**config.mk**
```make
export PLATFORM = sky130hd
export DESIGN_NAME = rsa_exp_ctrl
export DESIGN_NICKNAME = d
export VERILOG_FILES = /design/src/rtl/rsa_pkg.sv /design/src/rtl/rsa_bit_cnt.sv /design/src/rtl/rsa_exp_ctrl.sv
export SDC_FILE = /design/constraint.sdc
export NUM_CORES = 1
export LEC_CHECK = 0
export ABC_AREA = 1
export CAP_MARGIN = 0
export CORE_MARGIN = 1.5
export CORE_UTILIZATION = 40
export DETAILED_ROUTE_END_ITERATION = 10
export PLACE_DENSITY = 0.75
export SYNTH_ARGS = -nofsm -noshare
export SYNTH_HDL_FRONTEND = slang
export SYNTH_SLANG_ARGS = --single-unit
```
**constraint.sdc**
```tcl
create_clock -name clk -period 2.2 [get_ports clk]
set_input_delay 0.44 -clock clk [delete_from_list [all_inputs] [get_ports clk]]
set_output_delay 0.44 -clock clk [all_outputs]
set_load 0.05 [all_outputs]
```
**src/rtl/rsa_pkg.sv**
```systemverilog
// rsa_pkg
// Shared definitions for the RSA modular-exponentiation sequencer:
//   - state_e : sequencer state encoding
//   - SEL_C / SEL_R : multiplier operand-B select codes
//   - W_DEF   : default key/exponent width
package rsa_pkg;

    localparam int W_DEF = 256;

    localparam logic SEL_C = 1'b0;
    localparam logic SEL_R = 1'b1;

    typedef enum logic [3:0] {
        IDLE,
        INIT,
        CHK,
        MUL,
        WMUL,
        SQR_CHK,
        SQR,
        WSQR,
        DONE
    } state_e;

endpackage

```
**src/rtl/rsa_bit_cnt.sv**
```systemverilog
// rsa_bit_cnt
// Exponent bit-index counter. Cleared at the start of a run and stepped
// after each squaring completes. It holds at W-1 instead of wrapping.
// Ports:
//   clk    : rising-edge clock
//   reset  : asynchronous active-low reset
//   clr_i  : clear index to 0 (has priority over inc_i)
//   inc_i  : advance index by one
//   idx_o  : current bit index
//   last_o : index is W-1 (most significant exponent bit)
module rsa_bit_cnt #(
    parameter int W  = 256,
    parameter int CW = $clog2(W)
) (
    input  logic          clk,
    input  logic          reset,
    input  logic          clr_i,
    input  logic          inc_i,
    output logic [CW-1:0] idx_o,
    output logic          last_o
);

    logic [CW-1:0] idx_q;
    logic [CW-1:0] idx_d;

    assign last_o = (idx_q == CW'(W - 1));
    assign idx_o  = idx_q;

    always_comb begin
        idx_d = idx_q;
        if (clr_i) begin
            idx_d = '0;
        end else if (inc_i && !last_o) begin
            idx_d = idx_q + 1'b1;
        end
    end

    always_ff @(posedge clk or negedge reset) begin
        if (!reset) begin
            idx_q <= '0;
        end else begin
            idx_q <= idx_d;
        end
    end

endmodule

```
**src/rtl/rsa_exp_ctrl.sv**
```systemverilog
// rsa_exp_ctrl
// Sequencer for m = c^d mod N using right-to-left square-and-multiply on a
// shared external modular multiplier, one operation at a time.
// Ports:
//   clk, reset : clock, asynchronous active-low reset
//   start      : host pulse, accepted only in IDLE
//   ready      : result available (high from completion to next start)
//   busy       : run in progress
//   exp_idx    : bit index into the d register; exp_bit is d[exp_idx]
//   init_o     : load R<-1, C<-c
//   mm_start   : launch a multiply; mm_sel_b held until mm_done
//   mm_sel_b   : 0 = R*C into R, 1 = C*C into C
//   mm_done    : multiplier result valid
//   wr_r/wr_c  : product write strobes (mm_done gated by wait state)
//   wr_out     : a0<-R in the DONE cycle
//
// state   | meaning
// IDLE    | waiting for start
// INIT    | load R and C, index cleared
// CHK     | test exponent bit d[exp_idx]
// MUL     | launch R*C
// WMUL    | wait for multiply, write R
// SQR_CHK | last bit reached? then finish, final squaring skipped
// SQR     | launch C*C
// WSQR    | wait for squaring, write C, advance index
// DONE    | write result to a0, raise ready
module rsa_exp_ctrl
    import rsa_pkg::*;
#(
    parameter int W  = W_DEF,
    parameter int CW = $clog2(W)
) (
    input  logic          clk,
    input  logic          reset,
    input  logic          start,
    output logic          ready,
    output logic [CW-1:0] exp_idx,
    input  logic          exp_bit,
    output logic          init_o,
    output logic          mm_start,
    output logic          mm_sel_b,
    input  logic          mm_done,
    output logic          wr_r,
    output logic          wr_c,
    output logic          wr_out,
    output logic          busy
);

    state_e state_q;
    logic   ready_q;
    logic   busy_q;
    logic   init_q;
    logic   mm_start_q;
    logic   sel_q;
    logic   wr_out_q;
    logic   last;
    logic   cnt_clr;
    logic   cnt_inc;

    // Index is cleared as start is accepted so it already reads 0 in INIT.
    assign cnt_clr = (state_q == IDLE) && start;
    assign cnt_inc = (state_q == WSQR) && mm_done;

    rsa_bit_cnt #(
        .W  (W),
        .CW (CW)
    ) u_bit_cnt (
        .clk    (clk),
        .reset  (reset),
        .clr_i  (cnt_clr),
        .inc_i  (cnt_inc),
        .idx_o  (exp_idx),
        .last_o (last)
    );

    // A done pulse outside the wait states never produces a write.
    assign wr_r = (state_q == WMUL) && mm_done;
    assign wr_c = (state_q == WSQR) && mm_done;

    assign ready    = ready_q;
    assign busy     = busy_q;
    assign init_o   = init_q;
    assign mm_start = mm_start_q;
    assign mm_sel_b = sel_q;
    assign wr_out   = wr_out_q;

    always_ff @(posedge clk or negedge reset) begin
        if (!reset) begin
            state_q    <= IDLE;
            ready_q    <= 1'b0;
            busy_q     <= 1'b0;
            init_q     <= 1'b0;
            mm_start_q <= 1'b0;
            sel_q      <= 1'b0;
            wr_out_q   <= 1'b0;
        end else begin
            init_q     <= 1'b0;
            mm_start_q <= 1'b0;
            wr_out_q   <= 1'b0;
            case (state_q)
                IDLE: begin
                    if (start) begin
                        state_q <= INIT;
                        init_q  <= 1'b1;
                        ready_q <= 1'b0;
                        busy_q  <= 1'b1;
                    end
                end
                INIT: state_q <= CHK;
                CHK: begin
                    if (exp_bit) begin
                        state_q    <= MUL;
                        mm_start_q <= 1'b1;
                        sel_q      <= SEL_C;
                    end else begin
                        state_q <= SQR_CHK;
                    end
                end
                MUL: state_q <= WMUL;
                WMUL: begin
                    if (mm_done) begin
                        state_q <= SQR_CHK;
                    end
                end
                SQR_CHK: begin
                    if (last) begin
                        state_q  <= DONE;
                        wr_out_q <= 1'b1;
                        ready_q  <= 1'b1;
                        busy_q   <= 1'b0;
                    end else begin
                        state_q    <= SQR;
                        mm_start_q <= 1'b1;
                        sel_q      <= SEL_R;
                    end
                end
                SQR: state_q <= WSQR;
                WSQR: begin
                    if (mm_done) begin
                        state_q <= CHK;
                    end
                end
                DONE: state_q <= IDLE;
                default: state_q <= IDLE;
            endcase
        end
    end

endmodule

```
* Word level (Yosys, flattened, before mapping)
Index checks and enable logic that the tools add are counted.
** Operators by class
- Add/subtract/negate cells :: 1
- $mul :: 0
- Divide/modulo/power cells :: 0
- Order comparisons :: 0
- Equality and inequality tests :: 14
- Shift-type cells :: 0
- Multiplexer cells :: 24
- Bitwise logic cells :: 0
- Reductions and logical operators :: 12
** Operators by type and width (count)
- $pmux 4 s8 :: 1
- $eq 4x3->1 const B :: 4
- $mux 4 :: 4
- $mux 8 :: 2
- $mux 1 :: 12
- $ne 2x2->1 const B :: 5
- $reduce_and 3->1 :: 3
- $add 8x1->8 const B :: 1
- $eq 4x2->1 const B :: 2
- $eq 8x8->1 const B :: 1
- $pmux 1 s2 :: 4
- $reduce_bool 2->1 :: 3
- $eq 4x1->1 const B :: 1
- $logic_and 1x1->1 :: 4
- $logic_not 4->1 :: 1
- $mux 3 :: 1
- $ne 2x1->1 const B :: 1
- $logic_not 1->1 :: 1
** Word-level totals
- Bits in registers :: 18
- Bits in latches :: 0
- Bits in writable memories :: 0
- Bits in read-only memories :: 0
- Output and inout bits :: 16
- Logic and storage cells :: 59
- Memories :: 0

* Depth between registers and ports, before layout
Gate-level depths: netlist of run 1.
- Depth in word-level cells :: 5
- Mapped depth :: 8
- Mapped depth without buffers :: 8

* By module
From an unflattened synthesis of run 1, not the netlist that was laid out.
** Second synthesis, totals
- Cell total of the unflattened synthesis :: 134
- Area, all modules :: 994.7 um2
** By module, submodules not included
- rsa_bit_cnt :: times used 1, cells each 70, area an instance 508.0 um2
- rsa_exp_ctrl :: times used 1, cells each 64, area an instance 486.7 um2

* Worst setup path before layout of run 1
Ideal clock, no wire load.
- Kind :: flip-flop to output port
- From :: register state_q[0]
- To :: output port wr_r
- Data arrival time :: 1.653 ns
- Required time :: 1.760 ns
- Path slack :: 0.107 ns
- Cell stages (with the launch flop) :: 4
- Buffers on the path :: 0
- Cell sequence :: dfrtp_1 > nor2_1 > nand2_1 > nor3_1
** Between the ends
- Word-level cells in the longest chain between the ends :: 2
** Ends and longest elaborated chain
- from (decl) :: RTL line rsa_exp_ctrl.sv:49 : state_e state_q;
- from (signal assigned) :: RTL line rsa_exp_ctrl.sv:89 : state_q <= IDLE;
- from (signal assigned) :: RTL line rsa_exp_ctrl.sv:103 : state_q <= INIT;
- from (signal assigned) :: RTL line rsa_exp_ctrl.sv:109 : INIT: state_q <= CHK;
- $eq 4x3->1 :: RTL line rsa_exp_ctrl.sv:77 : assign wr_r = (state_q == WMUL) && mm_done;
- $logic_and 1x1->1 :: RTL line rsa_exp_ctrl.sv:77
- to (decl) :: RTL line rsa_exp_ctrl.sv:43 : output logic wr_r,
Every way passes these cells.

* Worst setup path after layout of run 1
- From :: register u_bit_cnt.idx_q[5], in the netlist u_bit_cnt.idx_o[5]
- To :: output port exp_idx[5]
** RTL lines
- from (decl) :: RTL line rsa_bit_cnt.sv:23 : logic [CW-1:0] idx_q;
- from (signal assigned) :: RTL line rsa_bit_cnt.sv:42 : idx_q <= idx_d;
- to (decl) :: RTL line rsa_exp_ctrl.sv:37 : output logic [CW-1:0] exp_idx,
No word-level cell between the ends.

==> out/metrics.yaml, run 1 <==
run_status:
  status: "finished clean"
job:
  cap_violations: 0
route:
  viasPerCell: 5.01
  drc: 0
  vias: 922
  wl_met3_um: 84
  drt-initial-drc-count: 11
  top_layer_used: "met4"
  drt_first_pass_iters: 4
  postRouteAntennaNets: 0
  wirelength_mm: 2.14
  wl_met2_mm: 1.10
  met1Wirelength_um: 940
  post_drt_wl_per_cell_um: 11.6
floorplan:
  fp-row-count: 17
  start_util_pct: 43.7
  dieArea_um2: 2820
  num_io_pins: 21
  core_um2: 2300
  die_y_um: 53.1
  die_x_um: 53.1
final_layout:
  antenna-diode-count: 0
  drive_gt1_share_pct: 13.5
  area_delta_synth_final_pct: 28.4
  final_nets: 164
  final_util_pct: 56.2
  nFillCells: 220
  seq_area_um2: 450
  fin_cells: 184
  multi_input_area_um2: 483
worst_setup_path:
  critPathMaxStageDelay_ns: 0.84
  critPathKind: "reg -> out"
  crit_chain: "clkdlybuf4s50_1"
  crit_path_max_fanout: 7
  worst-path-buf-inv: 1
  required_ns: 1.76
  crit_slowest_cell: "clkdlybuf4s50_1"
  cp_top_family: "buffers and inverters"
  crit_path_end_kind: "output port"
  cp.arrival_ns: 1.59
  cp-start-kind: "register"
yosys:
  synth_top_area_share_pct: 44.8
  synth.area.top_cells: "dfrtp_1 (45%), nand2_1 (16%), nand3_1 (7.5%)"
  synthesis.nets: 138
  netlist_instances: 132
  ys_seq_area_share_pct: 44.8
  synth.most_common_cell: "nand2_1"
  synth_ff_type: "dfrtp_1"
  netlist_top_cells_count: "nand2_1 (42), dfrtp_1 (18), nand3_1 (15), nor2_1 (15), inv_1 (14)"
  synth.avg_cell_area_um2: 7.61
  synth_edf_count: 0
  yosys.area.top_type: "dfrtp_1"
  synth_cell_types: 19
  synth_area_um2: 1000
  yosys_warnings: 0
  synth_seq_cells: 18
  async_reset_ff_share_pct: 100
place:
  globalplace.congestion: 0.787
  post-dp-hpwl_mm: 1.60
  io_buffers: 20
  post-place-ws_ns: 0.199
  dp.cells: 181
sta:
  tightestPinTransition_ns: 0.500
  tns_ns: 0
  slew_viol_final: 0
  setup_viol: 0
  period_needed_ns: 2.03
  setup_slack_ns: 0.173
  fin_crit_sh_pct: 92.1
  max_freq_mhz: 493
  hold_viol: 0
  rsz0062_at_grt: "false"
  fin_worst_skew_ns: 0.0116
  max_slew_margin_pct: 66.6
clock_tree:
  clock-sinks: 18
  clockBufferDepth: 2
  cts_tree: "yes"
  clkSlewWorstSetupHoldPaths_ns: 0.10
  clockRootBuffer: "clkbuf_4"
  numCtsBuffers: 3
  cts_resized: 0
  postCtsSetupRepairBufs: 0
  cts_max_level: 1
  cts_hold_buf: 0
  clock_latency_ns: 0.29
grt:
  antenna_found_initial: 0
  grt_overflow_total: 0
  grtUsageTotal_pct: 16.9
  grt_pass1_wl_mm: 3.42
  grt_pass1_vias: 823
  grt_max_degree: 19
pwr:
  p_leak_uw: 0.000662
  ir_drop_mv: 0.736
  power.density_nw_per_um2: 1050
worst_hold_path:
  hold_path_class: "in -> async"
## routing by layer
metal,track usage [%],up-vias
met5,0,-
met4,6.41,0
met3,2.82,2
met2,29.0,22
met1,21.0,435
li1,-,463
## worst paths after layout
path / startpoint / end / slack (ns) / depth (start not counted)
max in group asynchronous: reset / u_bit_cnt.idx_o[5]$_DFFE_PN0P_ / 1.53 / 2
hold reg to reg: busy$_DFFE_PN0P_ / busy$_DFFE_PN0P_ / 0.49 / 2
min in group clk: busy$_DFFE_PN0P_ / busy$_DFFE_PN0P_ / 0.49 / 2
hold / removal: reset / state_q[0]$_DFFE_PN0P_ / 0.46 / 2
setup reg to reg: u_bit_cnt.idx_o[0]$_DFFE_PN0P_ / u_bit_cnt.idx_o[4]$_DFFE_PN0P_ / 0.67 / 7
setup / recovery: u_bit_cnt.idx_o[5]$_DFFE_PN0P_ / exp_idx[5] / 0.17 / 1
## per-stage QoR
step	hold slack [ns]	power, µW	instance area [µm²]
floorplan	0.144	983	1000
global placement	0.463	1180	1270
detailed placement	0.467	1200	1270
CTS	0.463	1370	1290
global route	0.484	1460	1290
finish	0.461	1350	1290
## area by class of cell
| type | instances | share of cell area, % |
|---|---|---|
| clock buffers | 3 | 1.75 |
| inverters | 19 | 5.53 |
| multi-input cells | 95 | 37.4 |
| flip-flops and latches | 18 | 34.9 |
| well taps | 28 | 2.72 |
| repair buffers | 21 | 17.7 |
## power breakdown
| group | switching [µW] | internal [µW] | leakage (µW) |
|---|---|---|---|
| Combinational | 469 | 237 | 0.000409 |
| Sequential | 81.9 | 407 | 0.000240 |
| Clock | 95.9 | 63.6 | 0.0000138 |
| Total | 647 | 707 | 0.000662 |
## kinds of logic after synthesis
kind of cell	after synthesis	synth area share, %
buffers and inverters	19	7.10
AO/OA/AOI/OAI	2	1.37
adder cells (fa/ha/maj)	1	1.25
flip-flops	18	44.8
XOR/XNOR	3	2.62
AND/OR/NAND/NOR	89	42.8
## cell usage in the layout, fill, tap and decap left out, drive strengths merged
cell type	instances
xnor2	1
clkdlybuf4s50	18
o2111ai	1
nor2	20
nand4	5
o21ai	1
buf	3
ha	1
xor2	2
dfrtp	18
clkbuf	3
inv	19
nand3	16
nor3	2
nand2	46
## flip-flops by register name, summed over array words and instances (netlist names)
signal	flops
busy	1
init_o	1
mm_start	1
mm_sel_b	1
state_q	4
ready	1
wr_out	1
u_bit_cnt.idx_o	8
Power figures use the tool's default switching activity.
==> run 2: changes to the inputs <==
--- a/config.mk
+++ b/config.mk
@@ -9,6 +9,7 @@
 export CAP_MARGIN = 0
 export CORE_MARGIN = 1.5
 export CORE_UTILIZATION = 40
+export CTS_BUF_LIST = sky130_fd_sc_hd__clkbuf_8
 export DETAILED_ROUTE_END_ITERATION = 10
 export PLACE_DENSITY = 0.75
 export SYNTH_ARGS = -nofsm -noshare
==> run 2 against run 1 <==
  * Routed wire length up 1.3%
  * Register-to-register slack about the same
  * Sequential power about the same
  * Worst setup slack better by 0.028 ns
  * Clock-buffer cell count is the same
  * Clock power rose by 44%
==> out/metrics.yaml, run 2 (synthesis results as in run 1) <==
place:
  globalplace.congestion: 0.787
  post-place-ws_ns: 0.199
  io_buffers: 20
  dp.cells: 181
  post-dp-hpwl_mm: 1.60
grt:
  grt_pass1_wl_mm: 3.46
  use_met1_pct: 21.0
  met3_usage_pct: 2.82
  grtUsageTotal_pct: 17.3
  busiest_layer: "met2"
  grt_pass1_vias: 830
  gr-usage-met2_pct: 29.4
  grt_max_degree: 19
  grt_overflow_total: 0
  antenna_found_initial: 0
floorplan:
  core_um2: 2300
  num_io_pins: 21
  dieArea_um2: 2820
  die_x_um: 53.1
  fp-row-count: 17
  die_y_um: 53.1
  start_util_pct: 43.7
final_layout:
  multi_input_area_um2: 483
  antenna-diode-count: 0
  layout_commonest_cell: "nand2_1"
  nFillCells: 219
  mostFrequentLayoutCells: "nand2_1 (42), dfrtp_1 (18), clkdlybuf4s50_1 (18)"
  fin_cells: 184
  largest_register_ffs: 8
  final_nets: 164
  seq_area_um2: 450
  area_delta_synth_final_pct: 30.3
  drive_gt1_share_pct: 13.5
route:
  drc: 0
  post_drt_wl_per_cell_um: 11.8
  wirelength_mm: 2.17
  vias: 919
  viasPerCell: 4.99
  postRouteAntennaNets: 0
  drt_first_pass_iters: 4
  drt-initial-drc-count: 10
job:
  cap_violations: 0
pwr:
  p_leak_uw: 0.000670
  ir_drop_mv: 0.714
  power.density_nw_per_um2: 1090
  power_uw: 1430
clock_tree:
  clock-sinks: 18
  cts_resized: 0
  clockRootBuffer: "clkbuf_8"
  cts_max_level: 1
  cts_hold_buf: 0
  numCtsBuffers: 3
  postCtsSetupRepairBufs: 0
  clockBufferDepth: 2
  clock_latency_ns: 0.26
  cts_tree: "yes"
  clkSlewWorstSetupHoldPaths_ns: 0.06
sta:
  tightestPinTransition_ns: 0.500
  max_slew_margin_pct: 66.6
  setup_slack_ns: 0.200
  tns_ns: 0
  hold_viol: 0
  max_freq_mhz: 500
  slew_viol_final: 0
  fin_worst_skew_ns: 0.00781
  period_needed_ns: 2.00
  fin_crit_sh_pct: 90.9
  rsz0062_at_grt: "false"
  setup_viol: 0
worst_setup_path:
  regToRegSetupSlack_ns: 0.67
  critPathKind: "in -> out"
  cp.arrival_ns: 1.56
  crit_path_max_fanout: 3
  crit_path_end_kind: "output port"
  reg2reg_depth: 7
  cp-start-kind: "input port"
  required_ns: 1.76
run_status:
  status: "finished clean"
worst_hold_path:
  hold_path_class: "reg -> reg"
  min_path_cells: 2
## run 2: cell counts in the layout (fill, tap and decap cells not counted)
No cell type changed its count.
## run 2: report_power, final
group          switching, µW  internal [µW]
Sequential              82.5            408
Combinational            469            237
Clock                    108            122
## run 2: cell type report
class / instances / share of cell area [%]
multi-input combinational: 95 / 36.9
sequential: 18 / 34.4
timing repair buffer: 21 / 17.4
inverter: 19 / 5.45
clock buffer: 3 / 3.15
tap: 28 / 2.68
## run 2: stage by stage
| step | utilization, % | cell area, µm² | hold slack [ns] |
|---|---|---|---|
| floorplan | - | 1000 | 0.144 |
| finish | 57.0 | 1310 | 0.479 |
| global placement | 55.2 | 1270 | 0.463 |
| global route | 57.0 | 1310 | 0.517 |
| detailed placement | 55.2 | 1270 | 0.467 |
| CTS | 57.0 | 1310 | 0.482 |
## run 2: critical path, stage by stage
cell and delay, ns:
clkdlybuf4s50_1 0.52, inv_1 0.09, nor3_1 0.32, buf_12 0.19
## run 2: final timing paths
check,startpoint,to
max in group asynchronous,reset,u_bit_cnt.idx_o[7]$_DFFE_PN0P_
setup reg to reg,u_bit_cnt.idx_o[0]$_DFFE_PN0P_,u_bit_cnt.idx_o[4]$_DFFE_PN0P_
min in group asynchronous,reset,state_q[0]$_DFFE_PN0P_
setup / recovery,mm_done,wr_r
hold reg to reg,busy$_DFFE_PN0P_,busy$_DFFE_PN0P_
hold / removal,busy$_DFFE_PN0P_,busy$_DFFE_PN0P_
## run 2: routing by layer
metal	up-vias	share of wire [%]
met2	21	50
met4	0	2.2
li1	464	-
met5	-	0
met3	5	3.3
met1	429	45
==> run 3: changes to the inputs <==
--- a/config.mk
+++ b/config.mk
@@ -12,6 +12,7 @@
 export CTS_BUF_LIST = sky130_fd_sc_hd__clkbuf_8
 export DETAILED_ROUTE_END_ITERATION = 10
 export PLACE_DENSITY = 0.75
+export REMOVE_ABC_BUFFERS = 1
 export SYNTH_ARGS = -nofsm -noshare
 export SYNTH_HDL_FRONTEND = slang
 export SYNTH_SLANG_ARGS = --single-unit
==> results of run 3 <==
Final layout, timing and power as in run 2 (identical DEF).
